File: config.mk
export PLATFORM = sky130hd
export DESIGN_NAME = fir_out_round
export DESIGN_NICKNAME = d
export VERILOG_FILES = /design/src/rtl/fir_out_round.sv
export SDC_FILE = /design/constraint.sdc
export NUM_CORES = 1
export LEC_CHECK = 0
export CORE_MARGIN = 4
export CORE_UTILIZATION = 30
export CTS_CLUSTER_DIAMETER = 120
export DETAILED_ROUTE_END_ITERATION = 8
export GPL_ROUTABILITY_DRIVEN = 0
export PLACE_DENSITY = 0.58
export RECOVER_POWER = 50
export SLEW_MARGIN = 20
export SYNTH_ARGS = -nofsm -noshare
export SYNTH_HDL_FRONTEND = slang
export SYNTH_SLANG_ARGS = --single-unit
File: constraint.sdc
create_clock -name clk -period 4.8 [get_ports clk]
set_clock_uncertainty 0.1 [all_clocks]
set_input_delay 1.2 -clock clk [delete_from_list [all_inputs] [get_ports clk]]
set_output_delay 1.2 -clock clk [all_outputs]
set_load 0.1 [all_outputs]
File: src/rtl/fir_out_round.sv
// fir_out_round: half-up rounding and saturation of the MAC sum into a show-ahead output FIFO
module fir_out_round #(
  parameter int SAMPLE_SIZE = 16,
  parameter int COEFF_SIZE  = 16,
  parameter int ACC_FRAC    = 30,
  parameter int DEPTH       = 4
) (
  input  logic                                  clk,
  input  logic                                  rst,
  input  logic signed [SAMPLE_SIZE+COEFF_SIZE:0] acc_in,
  input  logic                                  acc_done,
  output logic signed [SAMPLE_SIZE-1:0]         dout,
  output logic                                  dout_sat,
  output logic                                  dout_valid,
  input  logic                                  dout_ready,
  output logic                                  ovf,
  output logic [15:0]                           sat_cnt
);
  localparam int AW = SAMPLE_SIZE + COEFF_SIZE + 1;
  localparam int SH = ACC_FRAC - (SAMPLE_SIZE - 1);
  localparam int PW = $clog2(DEPTH);
  localparam int CW = PW + 1;
  localparam logic signed [AW:0] HALF = (AW+1)'(1) << (SH - 1);
  localparam logic signed [AW:0] MAXV = (AW+1)'(2**(SAMPLE_SIZE-1) - 1);
  localparam logic signed [AW:0] MINV = ~MAXV;

  logic signed [AW:0] ext_w, rnd_w;
  logic               sat_hi, sat_lo, push, pop;
  logic [SAMPLE_SIZE:0] entry_d;
  logic [SAMPLE_SIZE:0] mem_q [DEPTH];
  logic [PW-1:0]      wr_q, wr_d, rd_q, rd_d;
  logic [CW-1:0]      cnt_q, cnt_d;
  logic               ovf_q, ovf_d;
  logic [15:0]        sat_cnt_q, sat_cnt_d;

  // one guard bit keeps the rounding offset from wrapping the most positive sum
  assign ext_w = {acc_in[AW-1], acc_in} + HALF;
  assign rnd_w = ext_w >>> SH;

  always_comb begin
    sat_hi    = rnd_w > MAXV;
    sat_lo    = rnd_w < MINV;
    entry_d   = sat_hi ? {1'b1, 1'b0, {(SAMPLE_SIZE-1){1'b1}}} :
                sat_lo ? {1'b1, 1'b1, {(SAMPLE_SIZE-1){1'b0}}} :
                         {1'b0, rnd_w[SAMPLE_SIZE-1:0]};
    pop       = (cnt_q != '0) && dout_ready;
    push      = acc_done && ((cnt_q != CW'(DEPTH)) || pop);
    cnt_d     = cnt_q + CW'(push) - CW'(pop);
    wr_d      = wr_q + PW'(push);
    rd_d      = rd_q + PW'(pop);
    ovf_d     = ovf_q | (acc_done & ~push);
    sat_cnt_d = (push && entry_d[SAMPLE_SIZE] && sat_cnt_q != 16'hFFFF) ? sat_cnt_q + 16'd1 : sat_cnt_q;
  end

  always_ff @(posedge clk) begin
    if (rst) begin
      for (int i = 0; i < DEPTH; i++) mem_q[i] <= '0;
      wr_q      <= '0;
      rd_q      <= '0;
      cnt_q     <= '0;
      ovf_q     <= 1'b0;
      sat_cnt_q <= '0;
    end else begin
      if (push) mem_q[wr_q] <= entry_d;
      wr_q      <= wr_d;
      rd_q      <= rd_d;
      cnt_q     <= cnt_d;
      ovf_q     <= ovf_d;
      sat_cnt_q <= sat_cnt_d;
    end
  end

  assign {dout_sat, dout} = mem_q[rd_q];
  assign dout_valid = cnt_q != '0;
  assign ovf        = ovf_q;
  assign sat_cnt    = sat_cnt_q;
endmodule

After elaboration in Yosys (flattened, before gate mapping)
Memory sizes are Yosys's and may differ from the RTL's. A register that Yosys moved wholly into a read port is not among the register bits.
Cells that the tools add are included.
{"block": "classes", "add_sub_neg": 6, "mul": 0, "div": 0, "n_lt_le_gt_ge": 2, "n_eq_ne": 2, "n_shift": 0, "n_mux": 11, "bitwise_logic": 3, "reduce_logical": 7}
{"cell": "$mux W17", "count": 3}
{"cell": "$add A33 B16 Y34 const B", "count": 1}
{"cell": "$gt A19 B16 Y1 const B", "count": 1}
{"cell": "$lt A19 B16 Y1 const B", "count": 1}
{"cell": "$reduce_or A17 Y1", "count": 1}
{"cell": "$add A16 B1 Y16 const B", "count": 1}
{"cell": "$ne A16 B16 Y1 const B", "count": 1}
{"cell": "$mux W1", "count": 6}
{"cell": "$add A2 B1 Y2", "count": 2}
{"cell": "$logic_and A1 B1 Y1", "count": 4}
{"cell": "$mux W2", "count": 2}
{"cell": "$add A3 B1 Y3", "count": 1}
{"cell": "$ne A3 B3 Y1 const B", "count": 1}
{"cell": "$reduce_bool A3 Y1", "count": 1}
{"cell": "$sub A3 B1 Y3", "count": 1}
{"cell": "$and A1 B1 Y1", "count": 1}
{"cell": "$logic_or A1 B1 Y1", "count": 1}
{"cell": "$not A1 Y1", "count": 1}
{"cell": "$or A1 B1 Y1", "count": 1}
{"block": "totals", "reg_bits": 24, "latchBits": 0, "ram_bits": 68, "rom_bits": 0, "out_inout_bits": 35, "elab_cells": 37, "memories": 1}
{"name": "mem_q", "words": 4, "word_bits": 17, "read_ports": 1, "rd_ports_with_merged_regs": 1, "wr": 4, "line_no": "30", "source": "logic [SAMPLE_SIZE:0] mem_q [DEPTH];"}

Longest topological paths before layout
Gate-level depths: netlist of run 1.
{"block": "depth", "depth_word": 9, "depth_mapped": 10, "mapped_depth_nobuf": 10}

Worst setup path before layout of run 1
Ideal clock, no wire load.
{"block": "synth_path", "path_type": "input to register", "from": "in acc_in[14]", "to": "reg sat_cnt_q[5] (netlist: sat_cnt[5])", "setup_time_ns": 0.123, "arrival_time_ns": 3.464, "required_ns": 4.577, "setup_slack_ns": 1.113, "stages": 9, "path_cell_list": "ha_1 > nand3_2 > nor4_4 > mux2i_1 > o21ai_2 > a31o_2 > buf_6 > nor4_1 > mux2_1"}
{"block": "synth_between", "elab_chain_len": 6, "word_cells_on_any_way": 7, "classes_between": "1 x add/sub; 2 x order compare; 2 x mux; 2 x reduce/logical"}
{"item": "start, declared", "line_no": "10", "source": "input logic signed [SAMPLE_SIZE+COEFF_SIZE:0] acc_in,"}
{"item": "$add A33 B16 Y34 (*)", "line_no": "37", "source": "assign ext_w = {acc_in[AW-1], acc_in} + HALF;"}
{"item": "$lt A19 B16 Y1", "line_no": "42", "source": "sat_lo = rnd_w < MINV;"}
{"item": "$mux W17", "line_no": "44", "source": "sat_lo ? {1'b1, 1'b1, {(SAMPLE_SIZE-1){1'b0}}} :"}
{"item": "$mux W17 (*)", "line_no": "43", "source": "entry_d = sat_hi ? {1'b1, 1'b0, {(SAMPLE_SIZE-1){1'b1}}} :"}
{"item": "$logic_and A1 B1 Y1 (*) (2 in a row)", "line_no": "52", "source": "sat_cnt_d = (push && entry_d[SAMPLE_SIZE] && sat_cnt_q != 16'hFFFF) ? sat_cnt_q + 16'd1 : sat_cnt_q;"}
{"item": "end signal, assigned", "line_no": "69", "source": "sat_cnt_q <= sat_cnt_d;"}
{"item": "end, declared", "line_no": "34", "source": "logic [15:0] sat_cnt_q, sat_cnt_d;"}
Every way passes the cells marked *; elsewhere a longest branch is shown, timed or not.
A chain may end at the register's enable or synchronous reset.

==> results of run 1 <==
## state kept, by name, indices dropped and copies added (netlist names)
name,count
ovf,1
rd_q,2
sat_cnt,16
mem_q,68
cnt_q,3
wr_q,2
## through the flow
step                std cells  util [%]  instance area, um^2
finish                    650      37.6                 5540
global route              650      37.6                 5540
CTS                       650      38.1                 5620
detailed placement        634      36.2                 5340
global placement          634      36.2                 5340
floorplan                 401         -                 4580
## path summary, 6_finish.rpt
path,slack [ns],startpoint,cells past startpoint,endpoint
setup / recovery,0.81,dout_ready,9,mem_q[0][13]
hold / removal,0.37,ovf,2,ovf
setup reg to reg,1.78,cnt_q[1],8,mem_q[0][13]
hold reg to reg,0.37,ovf,2,ovf
## layout make-up
type / instances / area share [%]
timing repair buffer: 70 / 10.0
clock buffer: 9 / 4.06
clock inverter: 7 / 0.903
inverter: 10 / 0.677
sequential: 92 / 45.5
tap: 184 / 4.15
multi-input combinational: 278 / 34.7
## power by group
part	internal [mW]	switching, mW	leakage, nW	total [mW]
clock	0.353	0.310	0.131	0.663
sequential	0.931	0.0419	0.901	0.973
combinational	0.228	0.674	0.943	0.902
total	1.51	1.03	1.98	2.54
## tightest hold or removal path, stage by stage (launching register included)
cell and delay, ns:
dfxtp_1 0.33, a21oi_1 0.04, nor2_1 0.07
## cell usage after synthesis, types with 6 or more instances
library cell,number
a21oi_1,27
clkbuf_1,15
dfxtp_1,24
edfxtp_1,68
ha_1,6
inv_1,10
mux4_2,17
nand2_1,16
nand2b_1,6
nand3_1,9
nor2_1,84
o21ai_0,23
o31ai_1,11
or4_1,12
xnor2_1,11
xor2_1,7
## kinds of logic after synthesis
group	synth area share (%)
AOI/OAI and AO/OA	9.57
xor gates and xnor gates	3.44
adders and majority gates	2.08
buffers and inverters	2.84
DFF	55.1
muxes	9.16
and+or+nand+nor	17.8
## routing by layer
metal,vias to the layer above,share of wire [%],global-route usage (%)
met1,1613,45,16.0
met2,86,48,20.6
met3,14,5.3,3.71
met4,0,1.6,4.26
li1,1610,-,-
met5,-,0,0
==> results.cfg, run 1 <==
[flow_run]
timing.max_cap.violations = 0

[finish]
final_common_cell = nor2_1
fillCellCount = 1459
syn_to_final_growth_pct = 21.1
nets = 505
multi_input_area_um2 = 1920
final_cell_mix = nor2_1 (84), edfxtp_1 (68), a21oi_1 (27)
drive_above_1_share_pct = 11.4
n_antenna_cell = 0
register_area_um2 = 2520

[sta]
fin_crit_ns = 3.99
tightest_slew_ns = 1.18
relSlewSlack_pct = 21.4
finalSetupViolCount = 0
setup_tns_ns = 0
hold_viol = 0
rsz0062_at_grt = no
worst_slack_ns = 0.811
fin_crit_sh_pct = 83.1
holdWs_ns = 0.365
drv_slew = 0
max_freq_mhz = 251

[floorplan]
core-area_um2 = 14800
start_util_pct = 31.0
dieArea_um2 = 17300
rows = 44
die_height_um = 132
dieWidth_um = 132
ios = 72

[yosys]
yosysTopAreaCell = edfxtp_1
synth_top_area_share_pct = 44.6
synth_area_leaders = edfxtp_1 (45%), dfxtp_1 (10%), mux4_2 (8.4%)
synth_seq_cells = 92
syn_inst = 401
synth_area_um2 = 4580
yosysWarnings = 0
synth_nets = 445
yosysSeqAreaShare_pct = 55.1
yosys.cell_types.count = 46
synth-edff-count = 68
synthArstFlopShare_pct = 0
syn_avg_cell_area_um2 = 11.4
synthFlopType = edfxtp_1

[pwr]
peakVddDrop_mv = 0.199
power_density_nw_per_um2 = 458
total_power_mw = 2.54
p_leak_nw = 1.98

[setup_path]
worstSetupPathType = input port to register
slowest_stage = clkbuf_1
cp.arrival_ns = 3.85
cp_top_family = buffers and inverters
crit_buf_inv = 4
startpoint_type = input port
required_ns = 4.66
crit_fanout = 17
crit_path_cell_trace = dlygate4sd3_1, nor4b_1, nand2b_1, inv_1, nand2b_1, or3_1, clkbuf_1, nand2b_1, clkbuf_1
cp_slowest_stage_delay_ns = 0.82
end_kind = register
crit_top_cell = nand2b_1

[route]
num_vias = 3323
postRouteAntennaNets = 0
drc = 0
initialDrtViolationCount = 234
routed_via_density = 5.11
wl_mm = 10.8
routedWlPerCell_um = 16.6
drt_pass1_iterations = 4

[clock_network]
cts.sinks = 92
cts-hold-fix-buffers = 0
cts_setup_buffers = 0
htree_levels = 3
cts_buffers = 9
cts-resized-gates = 0
root_buffer = clkbuf_16
path_clk_slew_ns = 0.07
cts_tree = yes
cts_buffer_depth = 2
clk_latency_ns = 0.35

[placement]
place_ws_ns = 0.612
place_hpwl_mm = 7.32
port_buffers = 57

[min_path]
min_path_type = register to register

[grt]
overflow = 0
grt_max_degree = 30
grt_pass1_wl_mm = 17.4
antenna_found_initial = 0
first_global_vias = 3352
grtUsageTotal_pct = 12.6

[status]
status = finished clean
Note: power is estimated with default switching activity, not from simulation.
==> run 2, diff against run 1 <==
Settings changed: PLACE_DENSITY 0.58 to 0.59.
Clock period 4.8 ns to 3.6 ns, I/O delays scaled along.
==> results.cfg, run 2 (synthesized netlist as in run 1, its figures left out) <==
[route]
routed_via_density = 4.97
drc = 0
wl_mm = 10.8
num_vias = 3419
initialDrtViolationCount = 255
drt_pass1_iterations = 4
routedWlPerCell_um = 15.7
postRouteAntennaNets = 0

[setup_path]
r2r_start = sat_cnt[3]
cp.arrival_ns = 3.41
startpoint_type = input port
slowest_stage = clkdlybuf4s50_1
worstReg2RegEnd = sat_cnt[11]
required_ns = 3.73
cp_slowest_stage_delay_ns = 0.49
end_kind = register
worstSetupPathType = input port to register
crit_path_cell_trace = clkdlybuf4s50_1, ha_1, nand3_2, nor4_4, mux2i_1, o21ai_2, a31o_2, nor4_1, mux2_1
ff2ff_path_depth = 8
r2r_slack_ns = 0.92
crit_fanout = 20

[clock_network]
cts-hold-fix-buffers = 0
cts_tree = yes
htree_levels = 3
root_buffer = clkbuf_16
cts.sinks = 92
clk_latency_ns = 0.34
path_clk_slew_ns = 0.07
cts-resized-gates = 0
cts_buffers = 9
cts_setup_buffers = 0
cts_buffer_depth = 2

[pwr]
p_leak_nw = 2.13
peakVddDrop_mv = 0.220
swShare_pct = 39.7
clkPwrFrac_pct = 26.0
pwr-share-comb_pct = 37.1
power_density_nw_per_um2 = 599
switchingPower_mw = 1.38
internal-power_mw = 2.09
p_seq_share_pct = 36.9

[finish]
largest_reg_flops = 68
final_common_cell = nor2_1
register_area_um2 = 2520
post-route-util_pct = 39.2
multi_input_area_um2 = 1920
fillCellCount = 1444
syn_to_final_growth_pct = 26.3
nets = 543
drive_above_1_share_pct = 22.0
final_cell_mix = nor2_1 (84), edfxtp_1 (68), buf_4 (61)
n_antenna_cell = 0
regMostFlops = mem_q

[grt]
met1_usage_pct = 15.6
grt_pass1_wl_mm = 18.0
busiest_layer = met2
overflow = 0
grt_max_degree = 30
grtUsageTotal_pct = 12.9
first_global_vias = 3543
grt.met2_usage_pct = 22.6
grtUsageMet3_pct = 2.68
antenna_found_initial = 0

[floorplan]
rows = 44
core-area_um2 = 14800
ios = 72
start_util_pct = 31.0
dieArea_um2 = 17300
dieWidth_um = 132
die_height_um = 132

[sta]
max_freq_mhz = 305
finalSetupViolCount = 0
setup_tns_ns = 0
hold_viol = 0
rsz0062_at_grt = no
drv_slew = 0
relSlewSlack_pct = 21.4
tightest_slew_ns = 1.18
fin_crit_ns = 3.28
fin_crit_sh_pct = 91.1
holdWs_ns = 0.381

[min_path]
worstHoldEndpoint = ovf
hold_depth = 2
min_path_type = register to register
worstHoldStart = ovf

[status]
status = finished clean

[placement]
port_buffers = 57
place_hpwl_mm = 7.44

[flow_run]
timing.max_cap.violations = 0
[run 2: changes by cell type in the layout (fill, tap and decap cells not counted)]
cell | before | now
buf_4 | 11 | 61
dlygate4sd3_1 | 18 | 1
clkbuf_2 | 0 | 6
clkinv_1 | 2 | 0
inv_8 | 0 | 2
clkdlybuf4s50_1 | 22 | 21
clkinv_2 | 0 | 1
clkinv_4 | 2 | 1
clkinvlp_4 | 1 | 2
inv_6 | 2 | 1
[run 2: final cells by class]
type                            instances  area share (%)
Clock buffer                            9            3.90
Clock inverter                          7            1.04
Inverter                               10           0.649
Multi-Input combinational cell        278            33.3
Sequential cell                        92            43.6
Tap cell                              184            3.98
Timing Repair Buffer                  108            13.5
[run 2: stage by stage]
step	std cells	total power, mW	area (um^2)	setup slack (ns)
floorplan	401	2.29	4580	0.213
global placement	672	2.59	5580	0.0191
detailed placement	672	2.62	5580	-0.0642
CTS	688	3.52	5870	0.289
global route	688	3.62	5780	0.121
finish	688	3.46	5780	0.320
[run 2: worst max-delay path, delay by kind of cell]
| family | cells | cell delay [ns] |
|---|---|---|
| buf+inv | 1 | 0.49 |
| fa+ha+maj | 1 | 0.20 |
| mux | 2 | 0.68 |
| simple gates | 3 | 0.65 |
| compound gates | 2 | 0.48 |
[run 2: worst max path at each step]
stage               startpoint          to  depth (start not counted)  slack, ns
finish              acc_in[14]  sat_cnt[5]                          9       0.32
global route        acc_in[14]  sat_cnt[5]                          9       0.12
CTS                 acc_in[14]  sat_cnt[5]                          9       0.29
detailed placement  acc_in[14]  sat_cnt[5]                          9      -0.06
global placement    acc_in[23]  sat_cnt[5]                          8       0.02
floorplan           acc_in[14]  sat_cnt[5]                          9       0.21
[run 2: power groups by stage]
stage          clock, mW  combinational, mW  sequential [mW]
2_1_floorplan          0              0.981             1.31
3_3_place_gp           0               1.30             1.30
3_5_place_dp           0               1.31             1.30
4_1_cts            0.921               1.32             1.28
5_1_grt            0.971               1.36             1.29
6_report           0.900               1.28             1.28
[run 2: routing by layer]
metal | vias to the layer above | share of wire, %
met1 | 1633 | 44
li1 | 1689 | -
met2 | 83 | 51
met5 | - | 0
met3 | 14 | 4.3
met4 | 0 | 1.6
